File: src/rtl/sump_cmd_decoder_pkg.sv
// sump_cmd_decoder_pkg
//   Shared definitions for the SUMP/OLS host command path: opcode values,
//   decoder state encodings and the short-opcode strobe decoder. Also used by
//   the metadata sender FSM and the core command handler.
package sump_cmd_decoder_pkg;

   localparam logic [7:0] OP_RESET = 8'h00;
   localparam logic [7:0] OP_RUN   = 8'h01;
   localparam logic [7:0] OP_ID    = 8'h02;
   localparam logic [7:0] OP_META  = 8'h04;
   localparam logic [7:0] OP_XON   = 8'h11;
   localparam logic [7:0] OP_XOFF  = 8'h13;

   localparam logic [0:0] ST_IDLE  = 1'b0;
   localparam logic [0:0] ST_LONG  = 1'b1;

   // Strobe vector order: {sw_reset, arm, query_id, query_metadata, xon, xoff}
   function automatic logic [5:0] decode_short(input logic [7:0] op);
      logic [5:0] stb;
      case (op)
         OP_RESET: stb = 6'b100000;
         OP_RUN:   stb = 6'b010000;
         OP_ID:    stb = 6'b001000;
         OP_META:  stb = 6'b000100;
         OP_XON:   stb = 6'b000010;
         OP_XOFF:  stb = 6'b000001;
         default:  stb = 6'b000000;
      endcase
      return stb;
   endfunction

endpackage

File: src/rtl/sump_cmd_decoder.sv
// sump_cmd_decoder
//   Assembles UART bytes into SUMP short (1-byte, bit7=0) and long
//   (opcode with bit7=1 + 4 little-endian data bytes) commands and issues a
//   one-cycle execute strobe plus decoded strobes. A long command is aborted
//   with timeout_err if the gap between its bytes reaches TIMEOUT_CYCLES.
//
// Ports
//   clock, extReset      : clock and synchronous active-high reset
//   rx_valid, rx_data    : received byte strobe and value
//   execute              : one-cycle command strobe (opcode/command_data valid)
//   opcode, command_data : last completed command, held between commands
//   sw_reset .. xoff     : one-cycle decoded short-command strobes
//   timeout_err          : one-cycle strobe, long command aborted
module sump_cmd_decoder
   import sump_cmd_decoder_pkg::*;
#(
   parameter int TIMEOUT_CYCLES = 100000,
   parameter int TMR_W          = 17
) (
   input  logic        clock,
   input  logic        extReset,
   input  logic        rx_valid,
   input  logic [7:0]  rx_data,
   output logic        execute,
   output logic [7:0]  opcode,
   output logic [31:0] command_data,
   output logic        sw_reset,
   output logic        arm,
   output logic        query_id,
   output logic        query_metadata,
   output logic        xon,
   output logic        xoff,
   output logic        timeout_err
);

   localparam logic [TMR_W-1:0] TMR_LAST = TMR_W'(TIMEOUT_CYCLES - 1);
   localparam logic [TMR_W-1:0] TMR_MAX  = {TMR_W{1'b1}};

   logic [0:0]       state_q,        state_d;
   logic [1:0]       cnt_q,          cnt_d;
   logic [TMR_W-1:0] tmr_q,          tmr_d;
   logic [7:0]       long_op_q,      long_op_d;
   logic [23:0]      shift_q,        shift_d;
   logic             execute_q,      execute_d;
   logic [7:0]       opcode_q,       opcode_d;
   logic [31:0]      command_data_q, command_data_d;
   logic [5:0]       strobes_q,      strobes_d;
   logic             timeout_err_q,  timeout_err_d;

   // Next-state and output decode for the byte assembler
   always_comb begin
      state_d        = state_q;
      cnt_d          = cnt_q;
      tmr_d          = tmr_q;
      long_op_d      = long_op_q;
      shift_d        = shift_q;
      execute_d      = 1'b0;
      opcode_d       = opcode_q;
      command_data_d = command_data_q;
      strobes_d      = 6'b000000;
      timeout_err_d  = 1'b0;

      case (state_q)
         ST_IDLE: begin
            if (rx_valid) begin
               if (rx_data[7] == 1'b0) begin
                  execute_d      = 1'b1;
                  opcode_d       = rx_data;
                  command_data_d = 32'h0000_0000;
                  strobes_d      = decode_short(rx_data);
               end else begin
                  long_op_d = rx_data;
                  shift_d   = 24'h00_0000;
                  cnt_d     = 2'd0;
                  tmr_d     = '0;
                  state_d   = ST_LONG;
               end
            end else begin
               state_d = ST_IDLE;
            end
         end
         ST_LONG: begin
            if (rx_valid) begin
               tmr_d = '0;
               case (cnt_q)
                  2'd0: shift_d[7:0]   = rx_data;
                  2'd1: shift_d[15:8]  = rx_data;
                  2'd2: shift_d[23:16] = rx_data;
                  default: begin
                     // Fourth byte goes straight to the output, completing the word
                     execute_d      = 1'b1;
                     opcode_d       = long_op_q;
                     command_data_d = {rx_data, shift_q};
                     state_d        = ST_IDLE;
                  end
               endcase
               cnt_d = cnt_q + 2'd1;
            end else begin
               if (tmr_q == TMR_LAST) begin
                  timeout_err_d = 1'b1;
                  tmr_d         = '0;
                  state_d       = ST_IDLE;
               end else if (tmr_q != TMR_MAX) begin
                  tmr_d = tmr_q + 1'b1;
               end else begin
                  tmr_d = tmr_q;
               end
            end
         end
         default: begin
            state_d = ST_IDLE;
         end
      endcase
   end

   // State and registered outputs, synchronous reset dominates rx_valid
   always_ff @(posedge clock) begin
      if (extReset) begin
         state_q        <= ST_IDLE;
         cnt_q          <= 2'd0;
         tmr_q          <= '0;
         long_op_q      <= 8'h00;
         shift_q        <= 24'h00_0000;
         execute_q      <= 1'b0;
         opcode_q       <= 8'h00;
         command_data_q <= 32'h0000_0000;
         strobes_q      <= 6'b000000;
         timeout_err_q  <= 1'b0;
      end else begin
         state_q        <= state_d;
         cnt_q          <= cnt_d;
         tmr_q          <= tmr_d;
         long_op_q      <= long_op_d;
         shift_q        <= shift_d;
         execute_q      <= execute_d;
         opcode_q       <= opcode_d;
         command_data_q <= command_data_d;
         strobes_q      <= strobes_d;
         timeout_err_q  <= timeout_err_d;
      end
   end

   assign execute        = execute_q;
   assign opcode         = opcode_q;
   assign command_data   = command_data_q;
   assign sw_reset       = strobes_q[5];
   assign arm            = strobes_q[4];
   assign query_id       = strobes_q[3];
   assign query_metadata = strobes_q[2];
   assign xon            = strobes_q[1];
   assign xoff           = strobes_q[0];
   assign timeout_err    = timeout_err_q;

endmodule
File: config.mk
export PLATFORM = sky130hd
export DESIGN_NAME = sump_cmd_decoder
export DESIGN_NICKNAME = d
export VERILOG_FILES = /design/src/rtl/sump_cmd_decoder_pkg.sv /design/src/rtl/sump_cmd_decoder.sv
export SDC_FILE = /design/constraint.sdc
export NUM_CORES = 1
export LEC_CHECK = 0
export ABC_AREA = 1
export BUFFER_PORTS_ARGS = -buffer_cell sky130_fd_sc_hd__buf_4
export CAP_MARGIN = 20
export CORE_UTILIZATION = 30
export CTS_CLUSTER_SIZE = 25
export DETAILED_ROUTE_END_ITERATION = 12
export GPL_TIMING_DRIVEN = 0
export SLEW_MARGIN = 20
export SYNTH_ARGS = -nofsm -noshare
export SYNTH_HDL_FRONTEND = slang
export SYNTH_SLANG_ARGS = --single-unit
export TNS_END_PERCENT = 5
File: constraint.sdc
create_clock -name clock -period 3.85 [get_ports clock]
set_clock_uncertainty 0.15 [all_clocks]
set_input_delay 0.77 -clock clock [delete_from_list [all_inputs] [get_ports clock]]
set_output_delay 0.77 -clock clock [all_outputs]
set_load 0.02 [all_outputs]
# Word level (Yosys, flattened, before mapping)
# Cells that the tools add are included.
word_totals:
  regBits: 100
  inputBits: 11
  output_inout_bits: 48
  wordCells: 86
classes:
  add_sub_neg: 2
  n_eq_ne: 18
  muxes: 40
  n_bitwise: 2
  n_reduce_logical: 12
op_table:
  columns: ["cell", "count"]
  rows:
  - ["32-bit 2-to-1 mux", 4]
  - ["17-bit 2-to-1 mux", 5]
  - ["24-bit 2-to-1 mux", 3]
  - ["32-bit one-hot mux with 2 select lines", 1]
  - ["8-bit 2-to-1 mux", 7]
  - ["24-bit one-hot mux with 2 select lines", 1]
  - ["6-bit one-hot mux with 6 select lines", 1]
  - ["17-bit one-hot mux with 2 select lines", 1]
  - ["17-bit by 1-bit adder with 17-bit output, second input constant", 1]
  - ["17-bit equality test, second input constant", 1]
  - ["17-bit != test, second input constant", 1]
  - ["8-bit by 5-bit equality test with 1-bit output, second input constant", 2]
  - ["8-bit one-hot mux with 2 select lines", 1]
  - ["4-bit AND reduction", 4]
  - ["1-bit 2-to-1 mux", 10]
  - ["2-bit != test, second input constant", 5]
  - ["3-bit AND reduction", 3]
  - ["8-bit by 1-bit equality test with 1-bit output, second input constant", 1]
  - ["8-bit by 2-bit equality test with 1-bit output, second input constant", 1]
  - ["8-bit by 3-bit equality test with 1-bit output, second input constant", 1]
  - ["8-bit zero test", 1]
  - ["2-bit 2-to-1 mux", 3]
  - ["2-bit by 1-bit != test with 1-bit output, second input constant", 3]
  - ["3-bit OR reduction", 2]
  - ["other kinds (9)", 11]

# Longest topological paths before layout
logic_depth:
  word_depth: 5
  ltp_mapped: 15
  mapped_depth_nobuf: 15

# Worst setup path after synthesis
# No wires, ideal clock.
synth_path:
  path_type: "reg2reg"
  from: "register tmr_q[0]"
  to: "register tmr_q[12]"
  setup_time_ns: 0.109
  t_arrival_ns: 1.887
  required_time_ns: 3.591
  path_slack_ns: 1.704
  path_stages_with_launch: 16
  n_path_buf: 1
  synth_period_minus_slack_ns: 2.146
  cell_sequence: "dfxtp_1 > ha_1 > nand2_1 > nor2_1 > and2_1 > nand3b_1 > nor3_1 > ha_1 > inv_1 > nor2_4 > nand2_4 > buf_6 > nand3_1 > nand2_1 > nand2_1 > inv_1"
synth_via:
  elab_chain_len: 5
  word_cells_on_any_way: 9
  classes_between: "add/sub (1); eq/ne (3); mux (4); reduce/logical (1)"
synth_lines:
  columns: ["item", "line", "source"]
  rows:
  - ["start, declared", "sump_cmd_decoder.sv:41", "logic [TMR_W-1:0] tmr_q, tmr_d;"]
  - ["start signal, assigned", "sump_cmd_decoder.sv:132", "tmr_q <= tmr_d;"]
  - ["17-bit by 1-bit adder with 17-bit output", "sump_cmd_decoder.sv:104", "tmr_d = tmr_q + 1'b1;"]
  - ["17-bit 2-to-1 mux", "sump_cmd_decoder.sv:103", "end else if (tmr_q != TMR_MAX) begin"]
  - ["17-bit 2-to-1 mux", "sump_cmd_decoder.sv:99", "if (tmr_q == TMR_LAST) begin"]
  - ["17-bit 2-to-1 mux", "sump_cmd_decoder.sv:83", "if (rx_valid) begin"]
  - ["17-bit one-hot mux with 2 select lines", "sump_cmd_decoder.sv:63", "case (state_q)"]
# Parallel ways exist; a longest one is shown, timed or not. The select of a mux whose other input is x is not followed.
# A chain may end at the register's enable or synchronous reset.

# Final worst setup path
layout_path:
  from: "register tmr_q[0]"
  to: "register tmr_q[6]"
# Same word-level chain as after synthesis.

==> flow_summary.yaml <==
final_layout:
  drive_gt1_share_pct: 17.1
  antenna_cells: 0
  area_growth_pct: 22.5
  nets: 639
routing:
  drcViolationCount: 0
  drt_iter0_markers: 243
  wire_per_inst_microns: 13.9
  vias_per_cell: 4.86
  drtAntennaViolNets: 0
  drt_wl_total_microns: 11100
  dr_total_vias: 3904
  drtPass1Iterations: 5
sta:
  period_needed_ns: 2.66
  fmax_ghz: 0.376
  hold_viol_final: 0
  rsz0062_at_grt: "no"
  finalSetupViolCount: 0
  max_slew_margin_pct: 62.7
  final_max_slew_viol_count: 0
  worst_slack_ns: 1.19
  tightest_slew_ns: 0.560
  min_period_over_period_pct: 69.0
  setup_tns_ns: 0
power:
  max-vdd-ir-drop_uv: 177
  p_leak_uw: 0.00210
  p_per_area_nw_per_um2: 433
cts:
  cts_buffer_depth: 2
  cts_setup_buffers: 0
  cts_tree: "done"
  h-tree-depth: 3
  clockRootBuffer: "clkbuf_16"
  numClockSinks: 100
  insertion_delay_ns: 0.35
  clk_pin_slew_ns: 0.07
  cts-buffers-inserted: 9
  holdBufCountCts: 0
  cts_resized: 0
yosys:
  yosys.cell_types.count: 34
  syn_nets: 571
  netlist_area_sq_um: 4210
  ys_async_sr_fraction_pct: 0
  synth_cells: 554
  ys_warn_count: 0
  ys_seq_area_share_pct: 47.5
  ys_ff_latch: 100
  syn_avg_cell_area_sq_um: 7.60
  ys.flop_type: "dfxtp_1"
  synth_edf_count: 0
global_routing:
  grt_pass1_wl_microns: 18200
  grt-busiest-layer: "met2"
  grt_max_degree: 18
  grt_use_met2_pct: 24.7
  grt_pass1_vias: 3624
  overflow: 0
  use_met3_pct: 3.35
  antenna_found_initial: 0
  met1_usage_pct: 22.0
  grt_usage_pct: 16.2
setup_path:
  arrival_ns: 2.78
  worstPathRequired_ns: 3.97
  endpoint_kind: "flop"
  start_kind: "flop"
  crit_type: "reg -> reg"
  crit_fanout: 10
place:
  hpwlAfterDp_microns: 8250
  dp_slack_ns: 1.21
  gp_congestion: 0.809
  port_buffers: 57
die:
  rows: 42
  die_area_sq_um: 14500
  fp.dieW_microns: 120
  core_sq_um: 13500
  start_util_pct: 31.3
  ios: 59
  chipHeight_microns: 120
hold_path:
  min_path_type: "reg -> reg"
outcome:
  outcome: "finished, final reports clean"
flow_run:
  drv_cap: 0
==> cell families after synthesis <==
kind of cell	count (synthesis)	share of synthesized area, %
AND/OR/NAND/NOR	233	25.2
AO/OA/AOI/OAI	126	15.9
flip-flops	100	47.5
buffers and inverters	86	8.92
adder cells (fa/ha/maj)	6	1.78
XOR/XNOR	3	0.624
==> final timing paths <==
kind | start | end | slack (ns) | cells past startpoint
max | tmr_q[0]$_SDFFE_PP0P_ | tmr_q[6]$_SDFFE_PP0P_ | 1.19 | 14
min | shift_q[2]$_SDFFE_PP0P_ | shift_q[2]$_SDFFE_PP0P_ | 0.31 | 2
max reg2reg | tmr_q[0]$_SDFFE_PP0P_ | tmr_q[6]$_SDFFE_PP0P_ | 1.19 | 14
min reg2reg | shift_q[2]$_SDFFE_PP0P_ | shift_q[2]$_SDFFE_PP0P_ | 0.31 | 2
==> synth_stat cells, drive strengths merged, types with 6 or more instances <==
master,instances,area (sq um)
a21oi,51,255
a31oi,7,43.8
buf,17,116
clkbuf,10,37.5
dfxtp,100,2000
ha,6,75.1
inv,56,210
nand2,113,439
nand3,56,285
nand4,6,37.5
nor2,42,204
nor3,9,50.1
o21ai,62,325
==> power breakdown <==
part / switching (uW) / internal [uW] / leakage [uW] / total (uW)
sequential: 19.9 / 1070 / 0.000814 / 1090
clock: 411 / 510 / 0.000144 / 921
combinational: 145 / 71.2 / 0.00115 / 217
total: 576 / 1660 / 0.00210 / 2230
==> cell usage in the layout, fill, tap and decap left out, types with 4 or more instances in the layout <==
cell / n
a31oi_1: 7
nand2_1: 111
o21ai_0: 37
nand4_1: 6
buf_2: 9
clkbuf_1: 11
ha_1: 6
inv_1: 50
nor2_4: 4
buf_4: 62
clkbuf_16: 9
o21ai_1: 23
nand3_1: 55
a21oi_1: 51
nor3_1: 8
nor2_1: 37
inv_2: 6
dfxtp_1: 100
==> sequential cells by signal, indices dropped and copies added, names as in the netlist <==
name and count:
tmr_q 17, strobes_q 6, opcode 8, state_q 1
shift_q 24, execute 1, cnt_q 2, command_data 32
timeout_err 1, long_op_q 8
==> per-layer routing <==
metal  vias to the layer above  wire length [microns]
met4                         0                    161
li1                       1971                      -
met3                         8                    562
met2                       103                   4980
met1                      1822                   5440
met5                         -                      0
==> stage by stage <==
stage	hold slack (ns)	total power (uW)	std cells	util, %	area, sq um
after floorplan	0.275	1250	554	-	4210
after global placement	0.298	1330	787	36.1	4860
after detailed placement	0.292	1330	787	36.1	4860
after CTS	0.310	2250	803	38.3	5160
after global routing	0.327	2320	803	38.3	5160
final	0.309	2230	803	38.3	5160
==> final cells by class <==
| type | instances | area, sq um |
|---|---|---|
| Timing Repair Buffer | 57 | 428 |
| Buffer | 27 | 154 |
| Multi-Input combinational cell | 368 | 1830 |
| Clock buffer | 10 | 229 |
| Fill cell | 1446 | 8300 |
| Inverter | 59 | 221 |
| Tap cell | 176 | 220 |
| Clock inverter | 6 | 68.8 |
| Sequential cell | 100 | 2000 |
==> worst max-delay path, cell delays in order (launching register included) <==
cell and delay, ns:
dfxtp_1 0.37, ha_1 0.21, nand2_1 0.11, nor2_1 0.24
and2_1 0.22, nand3b_1 0.11, nor3_1 0.20, ha_1 0.22
inv_1 0.09, nor2_4 0.13, nand2_4 0.08, nand2_4 0.09
buf_6 0.15, nand2_1 0.06, a21oi_1 0.14
No activity file was read; power rests on OpenSTA's default activity.
